--- config.mk ---
export PLATFORM = sky130hd
export DESIGN_NAME = mem_stage_flat
export DESIGN_NICKNAME = d
export VERILOG_FILES = /design/src/rtl/mem_stage_if.sv /design/src/rtl/mem_stage.sv /design/src/flat_wrapper.sv
export SDC_FILE = /design/constraint.sdc
export NUM_CORES = 1
export LEC_CHECK = 0
export BUFFER_PORTS_ARGS = -buffer_cell sky130_fd_sc_hd__buf_2
export CAP_MARGIN = 10
export CELL_PAD_IN_SITES_DETAIL_PLACEMENT = 1
export CELL_PAD_IN_SITES_GLOBAL_PLACEMENT = 2
export CORE_ASPECT_RATIO = 0.7
export CORE_MARGIN = 1
export CORE_UTILIZATION = 32
export DETAILED_ROUTE_END_ITERATION = 16
export PLACE_DENSITY = 0.8
export SYNTH_ARGS = -nofsm -noshare
export SYNTH_HDL_FRONTEND = slang
export SYNTH_SLANG_ARGS = --single-unit
--- constraint.sdc ---
create_clock -name clk_in -period 2.6 [get_ports clk_in]
set_clock_uncertainty 0.05 [all_clocks]
set_input_delay 0.13 -clock clk_in [delete_from_list [all_inputs] [get_ports clk_in]]
set_output_delay 0.13 -clock clk_in [all_outputs]
set_load 0.02 [all_outputs]
--- src/rtl/mem_stage_if.sv ---
// Signal bundle between the MEM stage, the EX/MEM and MEM/WB registers and the byte-serial memory.
interface mem_stage_if #(
  parameter int ADDR_W    = 32,
  parameter int REG_IDX_W = 5
);
  logic                 valid_in;
  logic                 rdE_in;
  logic [REG_IDX_W-1:0] rdIdx_in;
  logic [31:0]          rdData_in;
  logic [3:0]           memOp_in;
  logic [31:0]          storeData_in;
  logic [ADDR_W-1:0]    memAddr_out;
  logic                 memWr_out;
  logic [7:0]           memWData_out;
  logic [7:0]           memRData_in;
  logic                 valid_out;
  logic                 rdE_out;
  logic [REG_IDX_W-1:0] rdIdx_out;
  logic [31:0]          rdData_out;
  logic                 stall_out;

  modport slave (
    input  valid_in, rdE_in, rdIdx_in, rdData_in, memOp_in, storeData_in, memRData_in,
    output memAddr_out, memWr_out, memWData_out,
    output valid_out, rdE_out, rdIdx_out, rdData_out, stall_out
  );

  modport master (
    output valid_in, rdE_in, rdIdx_in, rdData_in, memOp_in, storeData_in, memRData_in,
    input  memAddr_out, memWr_out, memWData_out,
    input  valid_out, rdE_out, rdIdx_out, rdData_out, stall_out
  );
endinterface

--- src/rtl/mem_stage.sv ---
// RISC-V MEM stage: passes ALU results through and runs loads/stores one byte per cycle,
// stalling the upstream pipeline until the access completes.
module mem_stage #(
  parameter int ADDR_W    = 32,
  parameter int REG_IDX_W = 5
) (
  input  logic clk_in,
  input  logic rst_in,
  mem_stage_if.slave bus
);

  typedef enum logic [1:0] {IDLE, ACCESS, LAST, DONE} state_t;

  localparam logic [3:0] OP_LB  = 4'd1;
  localparam logic [3:0] OP_LH  = 4'd2;
  localparam logic [3:0] OP_LBU = 4'd4;
  localparam logic [3:0] OP_LHU = 4'd5;
  localparam logic [3:0] OP_SB  = 4'd6;
  localparam logic [3:0] OP_SH  = 4'd7;

  function automatic logic isMem(input logic [3:0] op);
    return (op >= 4'd1) && (op <= 4'd8);
  endfunction

  function automatic logic isStore(input logic [3:0] op);
    return (op >= 4'd6) && (op <= 4'd8);
  endfunction

  function automatic logic [2:0] lastCnt(input logic [3:0] op);
    case (op)
      OP_LB, OP_LBU, OP_SB: return 3'd0;
      OP_LH, OP_LHU, OP_SH: return 3'd1;
      default:              return 3'd3;
    endcase
  endfunction

  state_t               state_q;
  logic [2:0]           cnt_q;
  logic [3:0]           op_q;
  logic [ADDR_W-1:0]    addr_q;
  logic [31:0]          sdata_q;
  logic [31:0]          buf_q;
  logic [REG_IDX_W-1:0] rdIdx_q;
  logic                 rdE_q;
  logic                 validOut_q;
  logic                 rdEOut_q;
  logic [REG_IDX_W-1:0] rdIdxOut_q;
  logic [31:0]          rdDataOut_q;

  logic                 reqMem;
  logic                 stall_d;
  logic [ADDR_W-1:0]    memAddr_d;
  logic                 memWr_d;
  logic [7:0]           memWData_d;
  logic [1:0]           capIdx;
  logic [31:0]          buf_d;
  logic [31:0]          load_d;

  always_comb begin
    reqMem     = bus.valid_in && isMem(bus.memOp_in);
    stall_d    = 1'b0;
    memAddr_d  = '0;
    memWr_d    = 1'b0;
    memWData_d = '0;
    case (state_q)
      IDLE:   stall_d = reqMem;
      ACCESS: begin
        stall_d   = 1'b1;
        memAddr_d = addr_q + ADDR_W'(cnt_q);
        if (isStore(op_q)) begin
          memWr_d    = 1'b1;
          memWData_d = sdata_q[{cnt_q[1:0], 3'b000} +: 8];
        end
      end
      LAST:    stall_d = 1'b1;
      default: stall_d = 1'b0;
    endcase
  end

  // Read data lags its address by one cycle, so the byte arriving now belongs to counter-1.
  always_comb begin
    capIdx = cnt_q[1:0] - 2'd1;
    buf_d  = buf_q;
    buf_d[{capIdx, 3'b000} +: 8] = bus.memRData_in;
    case (op_q)
      OP_LB:   load_d = {{24{buf_d[7]}}, buf_d[7:0]};
      OP_LH:   load_d = {{16{buf_d[15]}}, buf_d[15:0]};
      OP_LBU:  load_d = {24'h0, buf_d[7:0]};
      OP_LHU:  load_d = {16'h0, buf_d[15:0]};
      default: load_d = buf_d;
    endcase
  end

  always_ff @(posedge clk_in or negedge rst_in) begin
    if (!rst_in) begin
      state_q     <= IDLE;
      cnt_q       <= '0;
      op_q        <= '0;
      addr_q      <= '0;
      sdata_q     <= '0;
      buf_q       <= '0;
      rdIdx_q     <= '0;
      rdE_q       <= 1'b0;
      validOut_q  <= 1'b0;
      rdEOut_q    <= 1'b0;
      rdIdxOut_q  <= '0;
      rdDataOut_q <= '0;
    end else begin
      case (state_q)
        IDLE: begin
          if (reqMem) begin
            op_q       <= bus.memOp_in;
            addr_q     <= bus.rdData_in[ADDR_W-1:0];
            sdata_q    <= bus.storeData_in;
            rdIdx_q    <= bus.rdIdx_in;
            rdE_q      <= bus.rdE_in;
            cnt_q      <= '0;
            buf_q      <= '0;
            validOut_q <= 1'b0;
            rdEOut_q   <= 1'b0;
            state_q    <= ACCESS;
          end else if (bus.valid_in) begin
            validOut_q  <= 1'b1;
            rdEOut_q    <= bus.rdE_in;
            rdIdxOut_q  <= bus.rdIdx_in;
            rdDataOut_q <= bus.rdData_in;
          end else begin
            validOut_q <= 1'b0;
            rdEOut_q   <= 1'b0;
          end
        end
        ACCESS: begin
          if ((cnt_q != 3'd0) && !isStore(op_q)) buf_q <= buf_d;
          cnt_q <= cnt_q + 3'd1;
          if (cnt_q == lastCnt(op_q)) begin
            if (isStore(op_q)) begin
              validOut_q  <= 1'b1;
              rdEOut_q    <= 1'b0;
              rdIdxOut_q  <= rdIdx_q;
              rdDataOut_q <= 32'(addr_q);
              state_q     <= DONE;
            end else begin
              state_q <= LAST;
            end
          end
        end
        LAST: begin
          buf_q       <= buf_d;
          validOut_q  <= 1'b1;
          rdEOut_q    <= rdE_q;
          rdIdxOut_q  <= rdIdx_q;
          rdDataOut_q <= load_d;
          state_q     <= DONE;
        end
        default: begin
          validOut_q <= 1'b0;
          rdEOut_q   <= 1'b0;
          state_q    <= IDLE;
        end
      endcase
    end
  end

  // Stall is forced low during reset even if EX/MEM still presents a memory op.
  assign bus.stall_out    = stall_d & rst_in;
  assign bus.memAddr_out  = memAddr_d;
  assign bus.memWr_out    = memWr_d;
  assign bus.memWData_out = memWData_d;
  assign bus.valid_out    = validOut_q;
  assign bus.rdE_out      = rdEOut_q;
  assign bus.rdIdx_out    = rdIdxOut_q;
  assign bus.rdData_out   = rdDataOut_q;

endmodule

--- src/flat_wrapper.sv ---
// flat-port wrapper written by rule: the top's interface ports become plain ports
module mem_stage_flat 
#(
  parameter int ADDR_W    = 32,
  parameter int REG_IDX_W = 5
)
  (clk_in, rst_in, bus_valid_in, bus_rdE_in, bus_rdIdx_in, bus_rdData_in, bus_memOp_in, bus_storeData_in, bus_memRData_in, bus_memAddr_out, bus_memWr_out, bus_memWData_out, bus_valid_out, bus_rdE_out, bus_rdIdx_out, bus_rdData_out, bus_stall_out);
  mem_stage_if #(.ADDR_W(ADDR_W), .REG_IDX_W(REG_IDX_W)) bus_i ();
  input  logic clk_in;
  input  logic rst_in;
  input wire logic [$bits(bus_i.valid_in)-1:0] bus_valid_in;
  input wire logic [$bits(bus_i.rdE_in)-1:0] bus_rdE_in;
  input wire logic [$bits(bus_i.rdIdx_in)-1:0] bus_rdIdx_in;
  input wire logic [$bits(bus_i.rdData_in)-1:0] bus_rdData_in;
  input wire logic [$bits(bus_i.memOp_in)-1:0] bus_memOp_in;
  input wire logic [$bits(bus_i.storeData_in)-1:0] bus_storeData_in;
  input wire logic [$bits(bus_i.memRData_in)-1:0] bus_memRData_in;
  output wire logic [$bits(bus_i.memAddr_out)-1:0] bus_memAddr_out;
  output wire logic [$bits(bus_i.memWr_out)-1:0] bus_memWr_out;
  output wire logic [$bits(bus_i.memWData_out)-1:0] bus_memWData_out;
  output wire logic [$bits(bus_i.valid_out)-1:0] bus_valid_out;
  output wire logic [$bits(bus_i.rdE_out)-1:0] bus_rdE_out;
  output wire logic [$bits(bus_i.rdIdx_out)-1:0] bus_rdIdx_out;
  output wire logic [$bits(bus_i.rdData_out)-1:0] bus_rdData_out;
  output wire logic [$bits(bus_i.stall_out)-1:0] bus_stall_out;
  assign bus_i.valid_in = bus_valid_in;
  assign bus_i.rdE_in = bus_rdE_in;
  assign bus_i.rdIdx_in = bus_rdIdx_in;
  assign bus_i.rdData_in = bus_rdData_in;
  assign bus_i.memOp_in = bus_memOp_in;
  assign bus_i.storeData_in = bus_storeData_in;
  assign bus_i.memRData_in = bus_memRData_in;
  assign bus_memAddr_out = bus_i.memAddr_out;
  assign bus_memWr_out = bus_i.memWr_out;
  assign bus_memWData_out = bus_i.memWData_out;
  assign bus_valid_out = bus_i.valid_out;
  assign bus_rdE_out = bus_i.rdE_out;
  assign bus_rdIdx_out = bus_i.rdIdx_out;
  assign bus_rdData_out = bus_i.rdData_out;
  assign bus_stall_out = bus_i.stall_out;
  mem_stage #(.ADDR_W(ADDR_W), .REG_IDX_W(REG_IDX_W)) u_core (.clk_in(clk_in), .rst_in(rst_in), .bus(bus_i));
endmodule
# [After elaboration in Yosys (flattened, before gate mapping)]
# Cells that the tools add are included.
[totals] wordCells=96 reg_bits=150 output_inout_bits=81 in_bits=85
[classes] bitwise_logic=1 shifts=3 mux=39 n_eq_ne=15 magnitude_cmp=4 n_reduce_logical=18 addsub=4
[ops] operator="$mux W32" count=7
[ops] operator="$pmux W32 S3" count=2
[ops] operator="$pmux W32 S4" count=1
[ops] operator="$add A32 B3 Y32" count=1
[ops] operator="$bwmux W32" count=1
[ops] operator="$shift A8 B7 Y32 const A" count=1
[ops] operator="$shiftx A32 B6 Y8" count=1
[ops] operator="$shiftx A8 B7 Y32" count=1
[ops] operator="$mux W5" count=4
[ops] operator="$eq A4 B3 Y1 const B" count=4
[ops] operator="$mux W8" count=2
[ops] operator="$pmux W5 S3" count=1
[ops] operator="$mux W1" count=11
[ops] operator="$le A4 B4 Y1 const B" count=2
[ops] operator="$ne A2 B1 Y1 const B" count=4
[ops] operator="$reduce_and A2 Y1" count=4
[ops] operator="$neg A5 Y7" count=1
[ops] operator="$mux W3" count=2
[ops] operator="$pmux W1 S3" count=2
[ops] operator="$pmux W2 S3" count=1
[ops] operator="$pmux W3 S2" count=1
[ops] operator="$reduce_bool A3 Y1" count=2
[ops] operator="$reduce_or A3 Y1" count=2
[ops] operator="$reduce_and A5 Y1" count=1
[ops] operator="other kinds (20)" count=25

# [Depth between registers and ports, before layout]
[depth] depth_word=7 depth_mapped=10

# [Worst setup path after synthesis]
# Ideal clock, no wire load.
[synth_path] path_type="register -> register" start="reg u_core.cnt_q[0]" end="reg u_core.rdDataOut_q[22] (netlist: u_core.bus.rdData_out[22])" slack_ns=-0.107 n_path_buf=2 synth_period_minus_slack_ns=2.707 t_arrival_ns=2.532 stages_incl_launch_ff=10 setup_ns=0.125 cell_sequence="dfrtp_1 > buf_2 > inv_1 > ha_1 > nor4bb_1 > mux2_2 > a211oi_1 > clkbuf_1 > o21ai_0 > mux2_2"
[synth_via] elab_chain_cells=6 word_cells_on_any_way=10
[synth_lines] item="start, declared" line="mem_stage.sv:38" text="logic [2:0] cnt_q;"
[synth_lines] item="start signal, assigned" line="mem_stage.sv:134" text="cnt_q <= cnt_q + 3'd1;"
[synth_lines] item="$sub A2 B1 Y2" line="mem_stage.sv:82" text="capIdx = cnt_q[1:0] - 2'd1;"
[synth_lines] item="$neg A5 Y7" line="mem_stage.sv:84" text="buf_d[{capIdx, 3'b000} +: 8] = bus.memRData_in;"
[synth_lines] item="$shiftx A8 B7 Y32 or $shift A8 B7 Y32 (tied branches)" line="mem_stage.sv:84"
[synth_lines] item="$bwmux W32" line="mem_stage.sv:84"
[synth_lines] item="$pmux W32 S4" line="mem_stage.sv:85" text="case (op_q)"
[synth_lines] item="$pmux W32 S3" line="mem_stage.sv:109" text="case (state_q)"
[synth_lines] item="end signal, assigned" line="mem_stage.sv:126" text="rdDataOut_q <= bus.rdData_in;"
[synth_lines] item="end signal, assigned" line="mem_stage.sv:140" text="rdDataOut_q <= 32'(addr_q);"
[synth_lines] item="end signal, assigned" line="mem_stage.sv:152" text="rdDataOut_q <= load_d;"
[synth_lines] item="end, declared" line="mem_stage.sv:48" text="logic [31:0] rdDataOut_q;"
# Parallel ways exist; a longest one is shown, timed or not.
# A chain may end at the register's enable or synchronous reset.

# [Worst setup path after layout]
[layout_path] start="reg u_core.cnt_q[1]" end="out bus_memAddr_out[29]"
[layout_via] elab_chain_cells=2
[layout_lines] item="$add A32 B3 Y32" line="mem_stage.sv:69" text="memAddr_d = addr_q + ADDR_W'(cnt_q);"
[layout_lines] item="$mux W32" line="mem_stage.sv:65" text="case (state_q)"
[layout_lines] item="end, declared" line="flat_wrapper.sv:18" text="output wire logic [$bits(bus_i.memAddr_out)-1:0] bus_memAddr_out;"
# No other way between the ends.

==> flow_metrics.py <==
metrics = {
    "cts": {
        "cts_root_buffer": "clkbuf_16",
        "cts.sinks": 150,
        "cts.clk_slew.worst_paths_ns": 0.06,
        "clk_path_buf_depth": 2,
        "cts_tree": "built",
        "cts_buffers": 17,
        "clk_latency_ns": 0.44,
        "htreeDepth": 4,
    },
    "setup_path": {
        "crit_type": "reg2out",
        "crit_chain": "ha_1 > a21o_1 > a21oi_2 > or4_4 > or3_1 > a21oi_1 > buf_4",
        "crit_start": "u_core.cnt_q[1]$_DFFE_PN0P_",
        "r2r_slack_ns": 0.07,
        "worstRegToRegCells": 8,
        "path_buf_inv": 1,
        "cp_data_arrival_time_ns": 2.58,
        "worstPathMaxFanout": 7,
        "slowest_delay_ns": 0.54,
        "rr_startpoint": "u_core.cnt_q[0]$_DFFE_PN0P_",
        "path_delay_family": "simple AND/OR/NAND/NOR gates",
        "cp-end-kind": "output port",
        "worst_ep_required_time_ns": 2.42,
        "critical-path-slowest-cell": "or4_4",
        "startpoint_type": "flop",
        "r2r-end": "u_core.bus.rdData_out[4]$_DFFE_PN0P_",
    },
    "synth": {
        "syn-instance-count": 837,
        "ys_warn_count": 0,
        "synthArstFlopShare_pct": 100,
        "ys_seq_elements": 150,
        "syn_nets": 935,
        "synth_edf_count": 0,
        "synth.distinct_cells": 60,
        "syn_area_um2": 8640,
        "avgSynthCellArea_um2": 10.3,
        "ys_seq_area_share_pct": 43.5,
        "synthFlopType": "dfrtp_1",
    },
    "detailed_routing": {
        "drc_errors": 0,
        "drt_wl_total_mm": 30.9,
        "num_vias": 7895,
        "avgRoutedWirePerCell_um": 20.8,
        "drt_iter0_markers": 530,
        "firstDrtPassIters": 7,
        "drt-vias-per-instance": 5.31,
        "ant_nets": 0,
    },
    "layout": {
        "num-nets-final": 1215,
        "synthToLayoutAreaGrowth_pct": 38.8,
        "fin_util_pct": 45.9,
        "mostFrequentLayoutCells": "149 x dfrtp_1, 147 x buf_2, 100 x mux2_2",
        "fill_cells": 2944,
        "final_common_cell": "dfrtp_1",
        "n_antenna_cell": 0,
        "layout-drive-gt1-share_pct": 38.0,
    },
    "power": {
        "ir_drop_mv": 0.573,
        "power_density_nw_per_um2": 1320,
        "p_clk_share_pct": 15.8,
        "p_sw_mw": 6.96,
        "seqPwrFrac_pct": 26.6,
        "comb_power_share_pct": 57.7,
        "internal_power_mw": 8.92,
        "total_leakage_power_nw": 5.25,
        "swShare_pct": 43.8,
    },
    "floorplan": {
        "coreArea_um2": 26100,
        "die_w_um": 198,
        "fp.dieH_um": 139,
        "start_util_pct": 33.1,
        "die-area_um2": 27700,
        "ios": 166,
        "rows": 49,
    },
    "sta": {
        "drv_slew": 0,
        "fin_tns_setup_ns": -2.49,
        "fin_crit_sh_pct": 106,
        "fin_crit_ns": 2.76,
        "rsz0062_at_grt": "yes",
        "hold_viol_final": 0,
        "finalWorstSetupSlack_ns": -0.161,
        "worst_pin_slew_ns": 0.898,
        "finalSetupViolations": 23,
        "maxSlewHeadroom_pct": 40.2,
        "fmax_mhz": 362,
    },
    "placement": {
        "io_buffer_count": 165,
        "gp_congestion": 0.819,
        "dp_hpwl_mm": 21.0,
    },
    "grt": {
        "grt_antenna_before_repair": 0,
        "grt_overflow_total": 0,
        "grt_max_degree": 151,
        "grt_pass1_vias": 8018,
        "grt_use_total_pct": 21.9,
        "grt_first_pass_wirelength_mm": 46.5,
    },
    "run": {
        "max-cap-violations": 0,
    },
    "hold_path": {
        "hp-class": "in2reg",
        "hp-start": "bus_memRData_in[2]",
        "whs_path_depth": 3,
        "hold_path_end": "u_core.buf_q[2]$_DFFE_PN0P_",
    },
    "outcome": {
        "status": "complete, but fails checks",
        "violations": "setup timing",
    },
}
flip-flops by register name, indices dropped and copies added, names as in the netlist:
register	flops
u_core.cnt_q	3
u_core.bus.rdData_out	32
u_core.rdE_q	1
u_core.bus.rdIdx_out	5
u_core.bus.rdE_out	1
u_core.buf_q	32
u_core.bus.valid_out	1
u_core.state_q	2
u_core.rdIdx_q	5
u_core.addr_q	32
u_core.sdata_q	32
u_core.op_q	4
worst reg2reg max path, stage by stage, from the launching register on:
cell and delay [ns]:
dfrtp_1 0.39, buf_4 0.18, nor4bb_1 0.15, a2111oi_2 0.34, o311ai_2 0.23, a2111oi_4 0.34, buf_6 0.19, clkbuf_16 0.19
mux2_2 0.35
routing by layer:
| metal | GRT usage [%] | vias to the layer above | share of wire [%] |
|---|---|---|---|
| li1 | - | 3630 | - |
| met1 | 32.6 | 4030 | 49 |
| met4 | 5.02 | 0 | 1.4 |
| met3 | 4.00 | 31 | 4.8 |
| met2 | 32.8 | 204 | 45 |
| met5 | 0 | - | 0 |
Yosys cell counts, types with 3 or more instances:
library cell  instances  share of area (%)
a21o_1                3               0.26
a21oi_1              22                1.3
a221o_1               8               0.93
a221oi_1              8               0.81
a222oi_1              7               0.81
a22o_1               24                2.4
a22oi_1              15                1.3
and2_1                4               0.29
and4_1                6               0.61
buf_2                 7               0.41
buf_6                 3               0.39
clkbuf_1             48                2.1
dfrtp_1             150                 43
ha_1                 12                1.7
inv_1                30                1.3
mux2_1                7               0.91
mux2_2              100                 13
mux2i_1              11                1.3
mux4_2                8                2.1
nand2_1              30                1.3
nand2b_1             28                2.0
nand3_1              30                1.7
nand4_1               4               0.29
nor2_1               52                2.3
nor2b_1              29                2.1
nor3_1               14               0.81
nor3b_1               3               0.26
nor4_1                6               0.43
nor4bb_1              3               0.35
o211ai_1              7               0.61
o21ai_0              73                4.2
o221ai_1              4               0.41
o31a_1                3               0.30
o31ai_1              17                1.5
or3_1                 9               0.65
xnor2_1              14                1.4
xor2_1                7               0.71
metrics by stage:
| step | std cells | setup slack (ns) | hold WS, ns | total power [mW] | area, um^2 |
|---|---|---|---|---|---|
| final | 1487 | -0.161 | 0.0136 | 15.9 | 12000 |
| after global routing | 1487 | -0.264 | 0.0208 | 16.8 | 12000 |
| after CTS | 1468 | -0.210 | 0.000273 | 15.0 | 11600 |
| after detailed placement | 1359 | 0.0658 | 0.313 | 12.3 | 10200 |
| after global placement | 1359 | 0.129 | 0.312 | 12.1 | 10200 |
| after floorplan | 837 | 0.0289 | -0.216 | 9.49 | 8640 |
power by group through the flow:
stage	registers, mW	logic (mW)	clock network, mW
2_1_floorplan	4.34	5.15	0
3_3_place_gp	4.16	7.94	0
3_5_place_dp	4.21	8.11	0
4_1_cts	4.18	8.30	2.56
5_1_grt	4.35	9.86	2.64
6_report	4.22	9.15	2.50
worst max-delay path by stage:
stage          cells after the start  slack (ns)                              endpoint
2_1_floorplan                      7        0.03  u_core.bus.rdData_out[6]$_DFFE_PN0P_
3_3_place_gp                       7        0.13                   bus_memAddr_out[31]
3_5_place_dp                       7        0.07  u_core.bus.rdData_out[0]$_DFFE_PN0P_
4_1_cts                            7       -0.21                   bus_memAddr_out[25]
5_1_grt                           10       -0.26                   bus_memAddr_out[14]
6_report                           7       -0.16                   bus_memAddr_out[29]
cells by family (layout without fill, tap and decap cells):
family	count (synthesis)	after routing	share of synthesized area, %
mux	126	126	17.3
buf+inv	91	384	4.32
flops	150	150	43.5
compound gates	206	206	16.5
simple gates	230	230	14.3
xor+xnor	21	21	2.13
fa+ha+maj	13	13	1.97
cell type report:
| cell class | count | area [um^2] | area share [%] |
|---|---|---|---|
| multi-input combinational | 596 | 4710 | 39.3 |
| timing repair buffer | 321 | 2370 | 19.8 |
| inverter | 31 | 116 | 0.971 |
| tap | 357 | 447 | 3.73 |
| sequential | 150 | 3750 | 31.3 |
| clock inverter | 13 | 145 | 1.21 |
| clock buffer | 19 | 433 | 3.61 |
what timing repair did:
action,4_1_cts,5_1_grt
buffers inserted,1,17
pin swaps,8,23
gates resized for setup,22,49
cloned,0,3
hold endpoints to repair,229,0
hold buffers,76,0
endpoints found under the setup margin,22,58
Power figures use the tool's default switching activity.
